$ cat src/rtl/axonerve_kvs_rtl_lane_alu.sv
// Multi-lane AXI4-Stream ALU stage: per-lane op against a latched constant, with transfer start/busy/done control.
// Latency: C_PIPE_STAGES cycles from input accept to m_axis_tvalid when the output is not stalled.
// Backpressure: full valid/ready chain; a stage loads when it is empty or its successor is loading, so no beat is lost or repeated.
module axonerve_kvs_rtl_lane_alu #(
    parameter int C_AXIS_TDATA_WIDTH = 512,
    parameter int C_LANE_WIDTH       = 32,
    parameter int C_PIPE_STAGES      = 2
) (
    input  logic                            aclk,
    input  logic                            areset,
    input  logic                            ctrl_start,
    input  logic [2:0]                      ctrl_mode,
    input  logic [C_LANE_WIDTH-1:0]         ctrl_constant,
    output logic                            ctrl_busy,
    output logic                            ctrl_done,
    output logic [31:0]                     ctrl_beat_count,
    input  logic                            s_axis_tvalid,
    output logic                            s_axis_tready,
    input  logic [C_AXIS_TDATA_WIDTH-1:0]   s_axis_tdata,
    input  logic [C_AXIS_TDATA_WIDTH/8-1:0] s_axis_tkeep,
    input  logic                            s_axis_tlast,
    output logic                            m_axis_tvalid,
    input  logic                            m_axis_tready,
    output logic [C_AXIS_TDATA_WIDTH-1:0]   m_axis_tdata,
    output logic [C_AXIS_TDATA_WIDTH/8-1:0] m_axis_tkeep,
    output logic                            m_axis_tlast
);

    localparam int DW = C_AXIS_TDATA_WIDTH;
    localparam int KW = DW / 8;
    localparam int LW = C_LANE_WIDTH;
    localparam int NL = DW / LW;
    localparam int NS = C_PIPE_STAGES;

    // Parameter legality: stop elaboration on combinations the lane slicing cannot support.
    generate
        if ((C_AXIS_TDATA_WIDTH % C_LANE_WIDTH) != 0 || C_AXIS_TDATA_WIDTH < C_LANE_WIDTH) begin : g_err_width
            $error("C_AXIS_TDATA_WIDTH must be a non-zero multiple of C_LANE_WIDTH");
        end
        if ((C_LANE_WIDTH % 8) != 0 || C_LANE_WIDTH < 8 || C_LANE_WIDTH > 64) begin : g_err_lane
            $error("C_LANE_WIDTH must be a multiple of 8 in the range 8..64");
        end
        if (C_PIPE_STAGES < 1 || C_PIPE_STAGES > 4) begin : g_err_stages
            $error("C_PIPE_STAGES must be in the range 1..4");
        end
    endgenerate

    typedef enum logic [1:0] {
        ST_IDLE  = 2'd0,
        ST_RUN   = 2'd1,
        ST_DRAIN = 2'd2
    } state_t;

    state_t          r_state;
    state_t          w_state_nxt;
    logic            w_done_nxt;
    logic            r_done;
    logic [2:0]      r_mode;
    logic [LW-1:0]   r_const;
    logic [31:0]     r_beat_cnt;

    logic            w_in_acc;
    logic            w_out_acc;
    logic            w_start_acc;
    logic [NS-1:0]   w_stage_rdy;
    logic [DW-1:0]   w_lane_res;

    logic [NS-1:0]   r_vld;
    logic [NS-1:0]   r_last;
    logic [DW-1:0]   r_dat  [NS];
    logic [KW-1:0]   r_keep [NS];

    assign w_start_acc   = (r_state == ST_IDLE) && ctrl_start;
    assign s_axis_tready = (r_state == ST_RUN) && w_stage_rdy[0];
    assign w_in_acc      = s_axis_tvalid && s_axis_tready;
    assign w_out_acc     = m_axis_tvalid && m_axis_tready;

    assign m_axis_tvalid   = r_vld[NS-1];
    assign m_axis_tdata    = r_dat[NS-1];
    assign m_axis_tkeep    = r_keep[NS-1];
    assign m_axis_tlast    = r_last[NS-1];
    assign ctrl_busy       = (r_state != ST_IDLE);
    assign ctrl_done       = r_done;
    assign ctrl_beat_count = r_beat_cnt;

    // Stage k may load when any stage from k to the output is empty, or the sink is taking a beat.
    always_comb begin
        logic v_full;
        w_stage_rdy = '0;
        v_full      = 1'b1;
        for (int k = 0; k < NS; k++) begin
            v_full = 1'b1;
            for (int j = k; j < NS; j++) begin
                v_full = v_full & r_vld[j];
            end
            w_stage_rdy[k] = m_axis_tready | ~v_full;
        end
    end

    // Per-lane unsigned arithmetic on the incoming beat, feeding stage 1.
    generate
        for (genvar l = 0; l < NL; l++) begin : g_lane
            logic [LW-1:0] w_a;
            logic [LW:0]   w_sum;
            logic [LW-1:0] w_res;

            assign w_a   = s_axis_tdata[l*LW +: LW];
            assign w_sum = {1'b0, w_a} + {1'b0, r_const};

            // Select the lane result; a carry out of the sum clamps the saturating add.
            always_comb begin
                w_res = w_a;
                case (r_mode)
                    3'd1:    w_res = w_sum[LW-1:0];
                    3'd2:    w_res = w_a - r_const;
                    3'd3:    w_res = w_sum[LW] ? {LW{1'b1}} : w_sum[LW-1:0];
                    3'd4:    w_res = w_a ^ r_const;
                    default: w_res = w_a;
                endcase
            end

            assign w_lane_res[l*LW +: LW] = w_res;
        end
    endgenerate

    // Pipeline registers: stage 1 captures the ALU result, later stages shift forward when allowed.
    always_ff @(posedge aclk) begin
        if (areset) begin
            r_vld  <= '0;
            r_last <= '0;
            for (int k = 0; k < NS; k++) begin
                r_dat[k]  <= '0;
                r_keep[k] <= '0;
            end
        end else begin
            if (w_stage_rdy[0]) begin
                r_vld[0] <= w_in_acc;
                if (w_in_acc) begin
                    r_dat[0]  <= w_lane_res;
                    r_keep[0] <= s_axis_tkeep;
                    r_last[0] <= s_axis_tlast;
                end
            end
            for (int k = 1; k < NS; k++) begin
                if (w_stage_rdy[k]) begin
                    r_vld[k] <= r_vld[k-1];
                    if (r_vld[k-1]) begin
                        r_dat[k]  <= r_dat[k-1];
                        r_keep[k] <= r_keep[k-1];
                        r_last[k] <= r_last[k-1];
                    end
                end
            end
        end
    end

    // Transfer FSM next state: IDLE -> RUN on start, RUN -> DRAIN on input tlast, DRAIN -> IDLE on output tlast.
    always_comb begin
        w_state_nxt = r_state;
        w_done_nxt  = 1'b0;
        case (r_state)
            ST_IDLE: begin
                if (ctrl_start) begin
                    w_state_nxt = ST_RUN;
                end
            end
            ST_RUN: begin
                if (w_in_acc && s_axis_tlast) begin
                    w_state_nxt = ST_DRAIN;
                end
            end
            ST_DRAIN: begin
                if (w_out_acc && m_axis_tlast) begin
                    w_state_nxt = ST_IDLE;
                    w_done_nxt  = 1'b1;
                end
            end
            default: begin
                w_state_nxt = ST_IDLE;
            end
        endcase
    end

    // FSM state and the one-cycle done pulse, which coincides with the return to IDLE.
    always_ff @(posedge aclk) begin
        if (areset) begin
            r_state <= ST_IDLE;
            r_done  <= 1'b0;
        end else begin
            r_state <= w_state_nxt;
            r_done  <= w_done_nxt;
        end
    end

    // Operation and constant are captured only on a start seen in IDLE; later starts are ignored.
    always_ff @(posedge aclk) begin
        if (areset) begin
            r_mode  <= 3'd0;
            r_const <= '0;
        end else if (w_start_acc) begin
            r_mode  <= ctrl_mode;
            r_const <= ctrl_constant;
        end
    end

    // Output beat counter: cleared on start, saturating, frozen while IDLE.
    always_ff @(posedge aclk) begin
        if (areset) begin
            r_beat_cnt <= 32'd0;
        end else if (w_start_acc) begin
            r_beat_cnt <= 32'd0;
        end else if ((r_state != ST_IDLE) && w_out_acc && (r_beat_cnt != 32'hFFFF_FFFF)) begin
            r_beat_cnt <= r_beat_cnt + 32'd1;
        end
    end

endmodule
$ cat config.mk
export PLATFORM = sky130hd
export DESIGN_NAME = axonerve_kvs_rtl_lane_alu
export DESIGN_NICKNAME = d
export VERILOG_FILES = /design/src/rtl/axonerve_kvs_rtl_lane_alu.sv
export SDC_FILE = /design/constraint.sdc
export NUM_CORES = 2
export LEC_CHECK = 0
export BUFFER_PORTS_ARGS = -buffer_cell sky130_fd_sc_hd__buf_2
export CAP_MARGIN = 10
export CORE_AREA = 5 5 478 480
export CTS_BUF_LIST = sky130_fd_sc_hd__clkbuf_8
export DETAILED_ROUTE_END_ITERATION = 10
export DIE_AREA = 0 0 483 485
export PLACE_DENSITY = 0.72
export SYNTH_ARGS = -nofsm -noshare
export SYNTH_HDL_FRONTEND = slang
export SYNTH_SLANG_ARGS = --single-unit
$ cat constraint.sdc
create_clock -name aclk -period 24.1 [get_ports aclk]
set_clock_uncertainty 0.05 [all_clocks]
set_input_delay 3.615 -clock aclk [delete_from_list [all_inputs] [get_ports aclk]]
set_output_delay 3.615 -clock aclk [all_outputs]
set_load 0.01 [all_outputs]
==> qor.csv <==
metric,value,unit
path_class,input pin to primary output,
leakagePower,50.0,nW
post-route-util,55.5,%
yosysWarnings,0,
synth.avg_cell_area,8.43,sq um
htreeDepth,4,
outcome,finished with violations,
num_io_pins,1230,
path_clk_slew,70,ps
stdcell_count,17200,
drt-pass1-iter-count,11,
track_usage,41.5,%
cap_viol_max_count,0,
dieArea,234000,sq um
grt_pass1_vias,105000,
cts_root_buffer,clkbuf_8,
cts_sinks,1226,
rows,174,
port-buffer-count,1229,
synth-seq-cells,1226,
hold_viol,0,
vias,112000,
hpwlAfterDp,372,mm
layout_setup_ws,16210,ps
relSlewSlack,14.7,%
synthArstFlopShare,0,%
critical_path_arrival,4230,ps
syn-num-nets,15300,
setup_tns,0,ps
rsz0062_at_grt,false,
critPathLaunchType,input pin,
placedCellCount,16600,
route.detailed.drc,1,
syn2layout_area_growth,7.76,%
worstHoldPathType,register to register,
cts_resized,0,
die_w,483,um
worstSetupEndpointType,primary output,
finalCritPeriodShare,32.7,%
fmax,127,MHz
seq_area_frac_synth,31.3,%
clk_latency,1120,ps
critPathMaxFanout,4,
post_cts_buffers,0,
vdd_drop_max,60.2,uV
gp_congestion,1.04,
worstPathRequired,20430,ps
pre_cts_ws,15220,ps
start_util,51.5,%
layout_min_cycle_time,7890,ps
core,224000,sq um
fin_nets,15500,
grt_overflow,0,
die_y,485,um
cts-buffers-inserted,220,
slew_violations,0,
synth_area,115000,sq um
finalWirelength,514,mm
grt_pass1_wl,724,mm
drtIter0Drc,14500,
synth_flop_cell,edfxtp_1,
violations,DRC,
worst_pin_slew,1270,ps
p_per_area,58.3,nW/um^2
grt_max_degree,166,
post_drt_wl_per_cell,29.9,um
drive_gt1_share,14.0,%
viasPerCell,6.52,
power,7.24,mW
finalSetupViolations,0,
synth_edf_count,1152,
netlist-cell-type-count,114,
cts-hold-fix-buffers,0,
antenna_found_initial,289,
antenna_left,0,
cts_tree,yes,
clk_path_buf_depth,3,
synthCells,13700,
logic make-up (layout without fill, tap and decap cells):
kind of cell / Yosys count / after routing / share of synthesized area, %
compound gates: 4697 / 4697 / 26.0
flops: 1226 / 1226 / 31.3
xor+xnor: 717 / 717 / 5.45
buf+inv: 2079 / 2377 / 8.77
mux: 124 / 124 / 1.11
simple gates: 3788 / 3788 / 15.8
other cells: 0 / 229 / 0
fa+ha+maj: 1043 / 1043 / 11.5
cells in the mapped netlist (49+ instances only):
cell	number	area (sq um)
nor4_1	81	507
o21bai_1	237	1780
o21a_1	91	683
clkbuf_1	793	2980
or2_2	49	307
o211ai_1	263	1970
o221ai_1	72	631
dfxtp_1	74	1480
nand4_1	62	388
nor3_1	260	1300
buf_4	581	4360
nand3_1	144	721
nand2_1	869	3260
a31oi_1	210	1310
a221oi_1	106	928
a211oi_1	202	1520
and3_1	53	332
nor2_1	1169	4390
inv_1	522	1960
ha_1	1009	12600
o21ai_0	841	4210
buf_1	86	323
xnor2_1	580	5080
a21o_1	203	1520
o31ai_1	123	923
mux2i_1	97	971
nand2b_1	139	870
xor2_1	137	1200
a21oi_1	1656	8290
nor2b_1	144	901
edfxtp_1	1152	34600
buf_2	62	310
o22ai_1	95	594
or3_1	64	400
and2_1	664	4150
power breakdown:
part / total, mW / switching, mW / internal, mW
combinational: 2.51 / 1.67 / 0.840
sequential: 2.56 / 0.0719 / 2.49
clock: 2.16 / 1.04 / 1.12
worst paths after layout:
kind | to | slack [ps] | startpoint | cells past startpoint
setup / recovery | s_axis_tready | 16210 | m_axis_tready | 4
hold / removal | r_const[24] | 410 | r_const[24] | 2
setup reg to reg | r_dat[0][95] | 17730 | r_const[7] | 16
hold reg to reg | r_const[24] | 410 | r_const[24] | 2
stage by stage:
step	hold WS (ps)	instance area (sq um)
floorplan	386	115000
global placement	393	119000
detailed placement	399	119000
CTS	408	124000
global route	424	124000
finish	406	124000
worst max-delay path: stages:
cell and delay, ps:
buf_2 110, nor2b_1 200, a21oi_1 140, buf_2 160
metal layers:
| layer | GRT usage [%] | up-vias | wire length, um |
|---|---|---|---|
| li1 | - | 49700 | - |
| met1 | 48.5 | 53100 | 180000 |
| met2 | 64.1 | 7273 | 227000 |
| met3 | 12.1 | 1953 | 61800 |
| met4 | 32.0 | 122 | 45000 |
| met5 | 0 | - | 853 |
cell usage in the layout (no fill, tap or decap), drive strengths merged, types with 101 or more instances in the layout:
cell type     n
buf        1426
clkinv      101
o211ai      266
ha         1009
a211oi      202
nand2b      139
nand3       144
inv         597
a221oi      117
xor2        137
edfxtp     1152
and2        665
a21oi      1665
a31oi       210
o21ai       861
nor2b       144
o31ai       125
diode       229
nor3        260
o21bai      240
a21o        203
nor2       1170
xnor2       580
clkbuf      224
nand2       869
cell type report:
type	count	area, sq um
diodes	229	573
clock buffers	224	3080
clock inverters	177	1590
fillers	21200	99600
inverters	550	2080
multi-input cells	10400	69300
flip-flops and latches	1226	36100
well taps	2992	3740
repair buffers	1426	7750
sequential cells by signal (all words and copies together) (netlist names):
register,cells
ctrl_beat_count,32
r_const,32
ctrl_done,1
r_dat,1024
r_last,2
r_state,2
r_mode,3
r_keep,128
r_vld,2
Power figures use the tool's default switching activity.
